==> config.mk <==
export PLATFORM = sky130hd
export DESIGN_NAME = fetch_sequencer_flat
export DESIGN_NICKNAME = d
export VERILOG_FILES = /design/src/rtl/fetch_sequencer_if.sv /design/src/rtl/fetch_sequencer.sv /design/src/flat_wrapper.sv
export SDC_FILE = /design/constraint.sdc
export NUM_CORES = 1
export LEC_CHECK = 0
export CORE_ASPECT_RATIO = 0.75
export CORE_MARGIN = 5
export CORE_UTILIZATION = 45
export CTS_CLUSTER_SIZE = 28
export DETAILED_ROUTE_END_ITERATION = 6
export PLACE_DENSITY = 0.81
export SKIP_LAST_GASP = 1
export SLEW_MARGIN = 10
export SYNTH_ARGS = -nofsm -noshare
export SYNTH_HDL_FRONTEND = slang
export SYNTH_SLANG_ARGS = --single-unit
export TNS_END_PERCENT = 20
==> constraint.sdc <==
create_clock -name Clock -period 2.65 [get_ports Clock]
set_clock_uncertainty 0.2 [all_clocks]
set_input_delay 0.6625 -clock Clock [delete_from_list [all_inputs] [get_ports Clock]]
set_output_delay 0.6625 -clock Clock [all_outputs]
set_load 0.02 [all_outputs]
==> src/rtl/fetch_sequencer_if.sv <==
// Fetch-side bundle: instruction-memory port plus the decode valid/ready handshake.
interface fetch_sequencer_if;
  logic [15:0] PC;
  logic [15:0] Instruction;
  logic        Redirect;
  logic [15:0] RedirectTarget;
  logic        Halt;
  logic        InstrValid;
  logic [15:0] InstrOut;
  logic [15:0] InstrPC;
  logic        InstrReady;
  logic [1:0]  Count;

  modport master (
    output PC, InstrValid, InstrOut, InstrPC, Count,
    input  Instruction, Redirect, RedirectTarget, Halt, InstrReady
  );

  modport slave (
    input  PC, InstrValid, InstrOut, InstrPC, Count,
    output Instruction, Redirect, RedirectTarget, Halt, InstrReady
  );
endinterface

==> src/rtl/fetch_sequencer.sv <==
// Program-counter owner and 2-entry fetch queue feeding decode.
// Operating mode (fetch / full / halted) follows directly from occupancy and Halt.
module fetch_sequencer #(
  parameter logic [15:0] RESET_PC = 16'd0,
  parameter logic [15:0] PC_STEP  = 16'd2
) (
  input logic                Clock,
  input logic                Reset,
  fetch_sequencer_if.master  bus
);

  localparam logic [15:0] ResetPcAligned = RESET_PC & 16'hFFFE;

  logic [15:0] pc_q, pc_d;
  logic [15:0] head_instr_q, head_instr_d, head_pc_q, head_pc_d;
  logic [15:0] tail_instr_q, tail_instr_d, tail_pc_q, tail_pc_d;
  logic [1:0]  count_q, count_d;
  logic [1:0]  count_after_pop;
  logic        pop, push;

  always_comb begin
    pop  = (count_q != 2'd0) && bus.InstrReady && !bus.Redirect;
    push = !bus.Redirect && !bus.Halt && ((count_q != 2'd2) || pop);
    count_after_pop = count_q - {1'b0, pop};

    pc_d         = pc_q;
    head_instr_d = head_instr_q;
    head_pc_d    = head_pc_q;
    tail_instr_d = tail_instr_q;
    tail_pc_d    = tail_pc_q;
    count_d      = count_q;

    if (bus.Redirect) begin
      // Flush; slot contents are left alone so the head outputs hold their last value.
      count_d = 2'd0;
      pc_d    = {bus.RedirectTarget[15:1], 1'b0};
    end else begin
      // Only shift when a second entry exists, otherwise the stale head is kept.
      if (pop && (count_q == 2'd2)) begin
        head_instr_d = tail_instr_q;
        head_pc_d    = tail_pc_q;
      end
      if (push) begin
        if (count_after_pop == 2'd0) begin
          head_instr_d = bus.Instruction;
          head_pc_d    = pc_q;
        end else begin
          tail_instr_d = bus.Instruction;
          tail_pc_d    = pc_q;
        end
        pc_d = (pc_q + PC_STEP) & 16'hFFFE;
      end
      count_d = count_after_pop + {1'b0, push};
    end
  end

  always_ff @(posedge Clock or posedge Reset) begin
    if (Reset) begin
      pc_q         <= ResetPcAligned;
      head_instr_q <= 16'd0;
      head_pc_q    <= 16'd0;
      tail_instr_q <= 16'd0;
      tail_pc_q    <= 16'd0;
      count_q      <= 2'd0;
    end else begin
      pc_q         <= pc_d;
      head_instr_q <= head_instr_d;
      head_pc_q    <= head_pc_d;
      tail_instr_q <= tail_instr_d;
      tail_pc_q    <= tail_pc_d;
      count_q      <= count_d;
    end
  end

  assign bus.PC         = pc_q;
  assign bus.InstrValid = (count_q != 2'd0);
  assign bus.InstrOut   = head_instr_q;
  assign bus.InstrPC    = head_pc_q;
  assign bus.Count      = count_q;

endmodule

==> src/flat_wrapper.sv <==
// flat-port wrapper written by rule: the top's interface ports become plain ports
module fetch_sequencer_flat 
#(
  parameter logic [15:0] RESET_PC = 16'd0,
  parameter logic [15:0] PC_STEP  = 16'd2
)
  (Clock, Reset, bus_PC, bus_InstrValid, bus_InstrOut, bus_InstrPC, bus_Count, bus_Instruction, bus_Redirect, bus_RedirectTarget, bus_Halt, bus_InstrReady);
  fetch_sequencer_if bus_i ();
  input logic Clock;
  input logic Reset;
  output wire logic [$bits(bus_i.PC)-1:0] bus_PC;
  output wire logic [$bits(bus_i.InstrValid)-1:0] bus_InstrValid;
  output wire logic [$bits(bus_i.InstrOut)-1:0] bus_InstrOut;
  output wire logic [$bits(bus_i.InstrPC)-1:0] bus_InstrPC;
  output wire logic [$bits(bus_i.Count)-1:0] bus_Count;
  input wire logic [$bits(bus_i.Instruction)-1:0] bus_Instruction;
  input wire logic [$bits(bus_i.Redirect)-1:0] bus_Redirect;
  input wire logic [$bits(bus_i.RedirectTarget)-1:0] bus_RedirectTarget;
  input wire logic [$bits(bus_i.Halt)-1:0] bus_Halt;
  input wire logic [$bits(bus_i.InstrReady)-1:0] bus_InstrReady;
  assign bus_PC = bus_i.PC;
  assign bus_InstrValid = bus_i.InstrValid;
  assign bus_InstrOut = bus_i.InstrOut;
  assign bus_InstrPC = bus_i.InstrPC;
  assign bus_Count = bus_i.Count;
  assign bus_i.Instruction = bus_Instruction;
  assign bus_i.Redirect = bus_Redirect;
  assign bus_i.RedirectTarget = bus_RedirectTarget;
  assign bus_i.Halt = bus_Halt;
  assign bus_i.InstrReady = bus_InstrReady;
  fetch_sequencer #(.RESET_PC(RESET_PC), .PC_STEP(PC_STEP)) u_core (.Clock(Clock), .Reset(Reset), .bus(bus_i));
endmodule
== Word level (Yosys, flattened, before mapping) ==
Cells that the tools add are included.

* Register bits: 82
* Input bits: 37
* Output and inout bits: 51
* Logic and storage cells: 34

* Equal/unequal tests: 2
* Bitwise gates (word level): 2
* Add/subtract/negate cells: 3
* Reduce and logical (&&, ||, !) cells: 12
* Mux-type cells: 9

{| class="wikitable"
|+ Operators with widths
! kind !! number
|-
| two-way mux 16 bit || 8
|-
| adder 16 x 2 -> 16 bit, second input constant || 1
|-
| logical AND 1 bit || 5
|-
| nonzero test 2 bit || 2
|-
| AND reduction 3 bit || 1
|-
| adder 2 x 1 -> 2 bit || 1
|-
| equality test 2 bit, second input constant || 1
|-
| zero test 1 bit || 2
|-
| zero test 2 bit || 1
|-
| two-way mux 2 bit || 1
|-
| inequality test 2 bit, second input constant || 1
|-
| inverter 1 bit || 2
|-
| subtractor 2 x 1 -> 2 bit || 1
|-
| logical OR 1 bit || 1
|}

== Longest topological paths before layout ==
* Depth after elaboration: 7
* Mapped depth: 8
* Mapped depth without buffers: 6

== Worst setup path before layout ==
No wires, ideal clock.

* Path type: in2reg
* Start point: input port bus_Redirect
* End point: register u_core.tail_instr_q[13]
* Library setup time: 0.125 ns
* Arrival: 2.513 ns
* Slack: -0.188 ns
* Data required time: 2.325 ns
* Path buffers: 2
* Stages on the path: 8
* Cell sequence: inv_2 clkbuf_1 and3_1 ha_1 xnor2_1 a2111oi_2 buf_2 mux2_2

* Longest elaborated chain between the ends: 6
* Elaborated cells between the ends (all ways): 10
* Those cells by class: 1 x add/sub; 2 x bitwise; 7 x reduce/logical

{| class="wikitable"
|+ Ends and longest elaborated chain
! element !! RTL line !! RTL
|-
| from (decl) || flat_wrapper.sv:17 || <nowiki>input wire logic [$bits(bus_i.Redirect)-1:0] bus_Redirect;</nowiki>
|-
| zero test 1 bit || fetch_sequencer.sv:22, fetch_sequencer.sv:23 ||
|-
| logical AND 1 bit || fetch_sequencer.sv:22 || <nowiki>pop = (count_q != 2'd0) && bus.InstrReady && !bus.Redirect;</nowiki>
|-
| subtractor 2 x 1 -> 2 bit || fetch_sequencer.sv:24 || <nowiki>count_after_pop = count_q - {1'b0, pop};</nowiki>
|-
| zero test 2 bit || fetch_sequencer.sv:44 || <nowiki>if (count_after_pop == 2'd0) begin</nowiki>
|-
| inverter 1 bit (no line) || -- ||
|-
| AND reduction 3 bit (no line) (*) || -- ||
|-
| to (signal assigned) || fetch_sequencer.sv:69 || <nowiki>tail_instr_q <= tail_instr_d;</nowiki>
|-
| to (decl) || fetch_sequencer.sv:16 || <nowiki>logic [15:0] tail_instr_q, tail_instr_d, tail_pc_q, tail_pc_d;</nowiki>
|}

Mark *: on every way between the ends. The rest lies on a longest branch, timed or not.
A chain may end at the register's enable or synchronous reset.

== Worst setup path in the final report ==
* Start point: register u_core.count_q[0], in the netlist u_core.bus.Count[0]
* End point: register u_core.tail_instr_q[2]

* Longest elaborated chain between the ends: 7
* Elaborated cells between the ends (all ways): 10
* Those cells by class: 1 x add/sub; 1 x eq/ne; 1 x bitwise; 7 x reduce/logical

{| class="wikitable"
|+ Ends and longest elaborated chain
! element !! RTL line !! RTL
|-
| from (decl) || fetch_sequencer.sv:17 || <nowiki>logic [1:0] count_q, count_d;</nowiki>
|-
| from (signal assigned) || fetch_sequencer.sv:71 || <nowiki>count_q <= count_d;</nowiki>
|-
| nonzero test 2 bit || fetch_sequencer.sv:22 ||
|-
| logical AND 1 bit (2 in series) || fetch_sequencer.sv:22 ||
|-
| subtractor 2 x 1 -> 2 bit || fetch_sequencer.sv:24 ||
|-
| zero test 2 bit || fetch_sequencer.sv:44 ||
|-
| inverter 1 bit (no line) || -- ||
|-
| AND reduction 3 bit (no line) (*) || -- ||
|}

Marks and branches as above.

==> results.sh <==
export IMPL_worstPathArrival_ns=2.67
export IMPL_coreArea_mm2=0.00795
export IMPL_p_int_mw=3.59
export IMPL_cellPowerDensity_mw_per_mm2=1010
export IMPL_peakVddDrop_v=0.000496
export IMPL_cp_buffers_inverters=2
export IMPL_drtIter0Drc=118
export IMPL_worstReg2RegStart="u_core.bus.Count[0]"
export IMPL_grt_max_degree=81
export IMPL_power_frac_comb_pct=40.8
export IMPL_ys_types=38
export IMPL_cpLargestDelayFamily="buffers and inverters"
export IMPL_via_count=2572
export IMPL_rsz0062_at_grt="yes"
export IMPL_hp_class="register to register"
export IMPL_critical_path_class="register to register"
export IMPL_dr_pass1_iters=4
export IMPL_placed_cell_area_mm2=0.00482
export IMPL_yosys_area_top_type_share_pct=53.9
export IMPL_sw_frac_of_total_pct=30.6
export IMPL_ys_flop_type="dfrtp_1"
export IMPL_period_needed_ns=2.64
export IMPL_final_cell_mix="mux2_2 (90), clkdlybuf4s50_1 (83), dfrtp_1 (80)"
export IMPL_netlist_instances=282
export IMPL_outcome="finished, final reports clean"
export IMPL_fin_nets=428
export IMPL_hp_start="u_core.tail_pc_q[3]"
export IMPL_ys_seq_elements=80
export IMPL_yosys_area_top_type="dfrtp_1"
export IMPL_portBuffers=85
export IMPL_finalSetupViolCount=0
export IMPL_ys_warn_count=0
export IMPL_diodes=0
export IMPL_rows=28
export IMPL_ios=88
export IMPL_drtAntennaViolNets=0
export IMPL_clock_latency_ns=0.34
export IMPL_drc_errors=0
export IMPL_overflow=0
export IMPL_maxCapViolations=0
export IMPL_max_freq_mhz=379
export IMPL_crit_chain="or2_4 -> and3_4 -> ha_4 -> xnor2_2 -> a2111oi_4 -> buf_4 -> bufbuf_16 -> mux2_2"
export IMPL_end_kind="register"
export IMPL_layout_drive_gt1_share_pct=36.1
export IMPL_cts_num_sinks=80
export IMPL_wirelength_um=8620
export IMPL_postSynthNetCount=321
export IMPL_synth_area_per_cell_um2=13.2
export IMPL_clkTransAtPathRegs_ns=0.08
export IMPL_grt_pass1_wl_um=14200
export IMPL_crit_start="u_core.bus.Count[0]"
export IMPL_fin_crit_sh_pct=99.5
export IMPL_initial_utilization_pct=46.7
export IMPL_required_ns=2.68
export IMPL_via_per_inst=5.16
export IMPL_cts_hold_buf=0
export IMPL_leakage_nw=2.14
export IMPL_areaGrowthSynthToFinish_pct=38.7
export IMPL_track_usage_pct=18.0
export IMPL_pwr_share_seq_pct=39.0
export IMPL_dpl_hpwl_um=5900
export IMPL_grt_pass1_vias=2848
export IMPL_numCtsBuffers=9
export IMPL_crit_fanout=9
export IMPL_tritoncts="built"
export IMPL_htreeDepth=3
export IMPL_synth_area_leaders="dfrtp_1 (54%), mux2_2 (27%), o21ai_0 (1.5%), nand2_1 (1.4%), xnor2_1 (1.4%)"
export IMPL_die_h_um=88.7
export IMPL_final_cells=498
export IMPL_fin_hold_ws_ns=0.294
export IMPL_final_common_cell="mux2_2"
export IMPL_hold_viol_final=0
export IMPL_syn_area_mm2=0.00371
export IMPL_root_buffer="clkbuf_8"
export IMPL_die_area_mm2=0.0102
export IMPL_wire_per_inst_um=17.3
export IMPL_synth_edf_count=0
export IMPL_p_sw_mw=1.59
export IMPL_clock_path_buffers=2
export IMPL_start_kind="register"
export IMPL_chipWidth_um=115
export IMPL_dp_cells=477
export IMPL_slew_viol_final=0
export IMPL_slowest_stage="dfrtp_1"
export IMPL_max_stage_delay_ns=0.39
export IMPL_antenna_found_initial=0
export IMPL_async_reset_ff_share_pct=100
export IMPL_final_area_mm2=0.00515
export IMPL_place_congestion=0.813
export IMPL_power_frac_clock_pct=20.2
export IMPL_ys_seq_area_share_pct=53.9
[metrics by stage]
step | total power, mW | util [%] | TNS, ns | setup slack [ns]
after detailed placement | 4.12 | 60.6 | -26.75 | -0.545
after CTS | 5.22 | 64.6 | 0 | 0.0381
after global placement | 4.02 | 60.6 | -24.04 | -0.486
after floorplan | 3.20 | - | -5.58 | -0.188
final | 5.18 | 64.8 | 0 | 0.0139
after global routing | 5.48 | 64.8 | -0.879 | -0.0628
[power by group through the flow]
stage	logic [mW]	registers (mW)	clock network, mW
3_3_place_gp	2.01	2.01	0
3_5_place_dp	2.07	2.04	0
2_1_floorplan	0.894	2.31	0
6_report	2.11	2.02	1.05
5_1_grt	2.26	2.09	1.12
4_1_cts	2.13	2.02	1.07
[metal layers]
layer | share of wire (%) | GRT usage (%) | vias to the layer above
met3 | 6.7 | 5.95 | 6
met1 | 45 | 23.3 | 1272
met2 | 48 | 29.7 | 75
met4 | 0.53 | 4.05 | 0
li1 | - | - | 1219
met5 | 0 | 0 | -
[final timing paths]
| path | endpoint | slack, ns | depth (start not counted) |
|---|---|---|---|
| hold reg to reg | u_core.tail_pc_q[3] | 0.29 | 1 |
| setup / recovery | u_core.tail_instr_q[2] | 0.01 | 8 |
| max in group asynchronous | u_core.bus.InstrPC[7] | 1.34 | 3 |
| hold / removal | u_core.tail_pc_q[3] | 0.29 | 1 |
| setup reg to reg | u_core.tail_instr_q[2] | 0.01 | 8 |
| min in group asynchronous | u_core.bus.PC[11] | 0.59 | 3 |
[sequential cells by signal (all words and copies together) (netlist names)]
name	count
u_core.tail_pc_q	15
u_core.bus.InstrOut	16
u_core.tail_instr_q	16
u_core.bus.PC	15
u_core.bus.Count	2
u_core.bus.InstrPC	16
[cells by family after synthesis]
logic type | synth area share (%)
AOI/OAI and AO/OA | 3.34
and+or+nand+nor | 8.15
DFF | 53.9
xor gates and xnor gates | 2.59
muxes | 28.7
other | 0.101
adders and majority gates | 0.674
buffers and inverters | 2.53
[cell usage after synthesis (3+ instances only)]
library cell / instances
mux2_2: 90
dfrtp_1: 80
nand2_1: 14
o21ai_0: 11
nor2_1: 8
clkbuf_1: 7
xnor2_1: 6
a31oi_1: 5
inv_1: 5
xor2_1: 5
buf_4: 4
nand3_1: 4
nor3_1: 4
buf_2: 3
mux2i_1: 3
o31ai_1: 3
or3_1: 3
or4_1: 3
[area by class of cell]
| type | instances | area (µm²) |
|---|---|---|
| Inverter | 6 | 26.3 |
| Clock inverter | 6 | 109 |
| Fill cell | 615 | 2800 |
| Clock buffer | 9 | 124 |
| Multi-Input combinational cell | 182 | 1660 |
| Tap cell | 105 | 131 |
| Timing Repair Buffer | 110 | 1100 |
| Sequential cell | 80 | 2000 |
[worst register-to-register path: cells and delay by family, from the launching register on]
family | cells | cell delay (ns)
multiplexers | 1 | 0.33
XOR/XNOR | 1 | 0.15
flip-flops | 1 | 0.39
AND/OR/NAND/NOR | 2 | 0.45
buffers and inverters | 2 | 0.46
adder cells (fa/ha/maj) | 1 | 0.16
AO/OA/AOI/OAI | 1 | 0.39
[what timing repair did]
item | CTS | global route
endpoints found under the setup margin | 53 | 25
pin swaps | 1 | 1
buffers inserted | 3 | 1
cloned | 2 | 0
gates resized for setup | 6 | 1
Note: power is estimated with default switching activity, not from simulation.
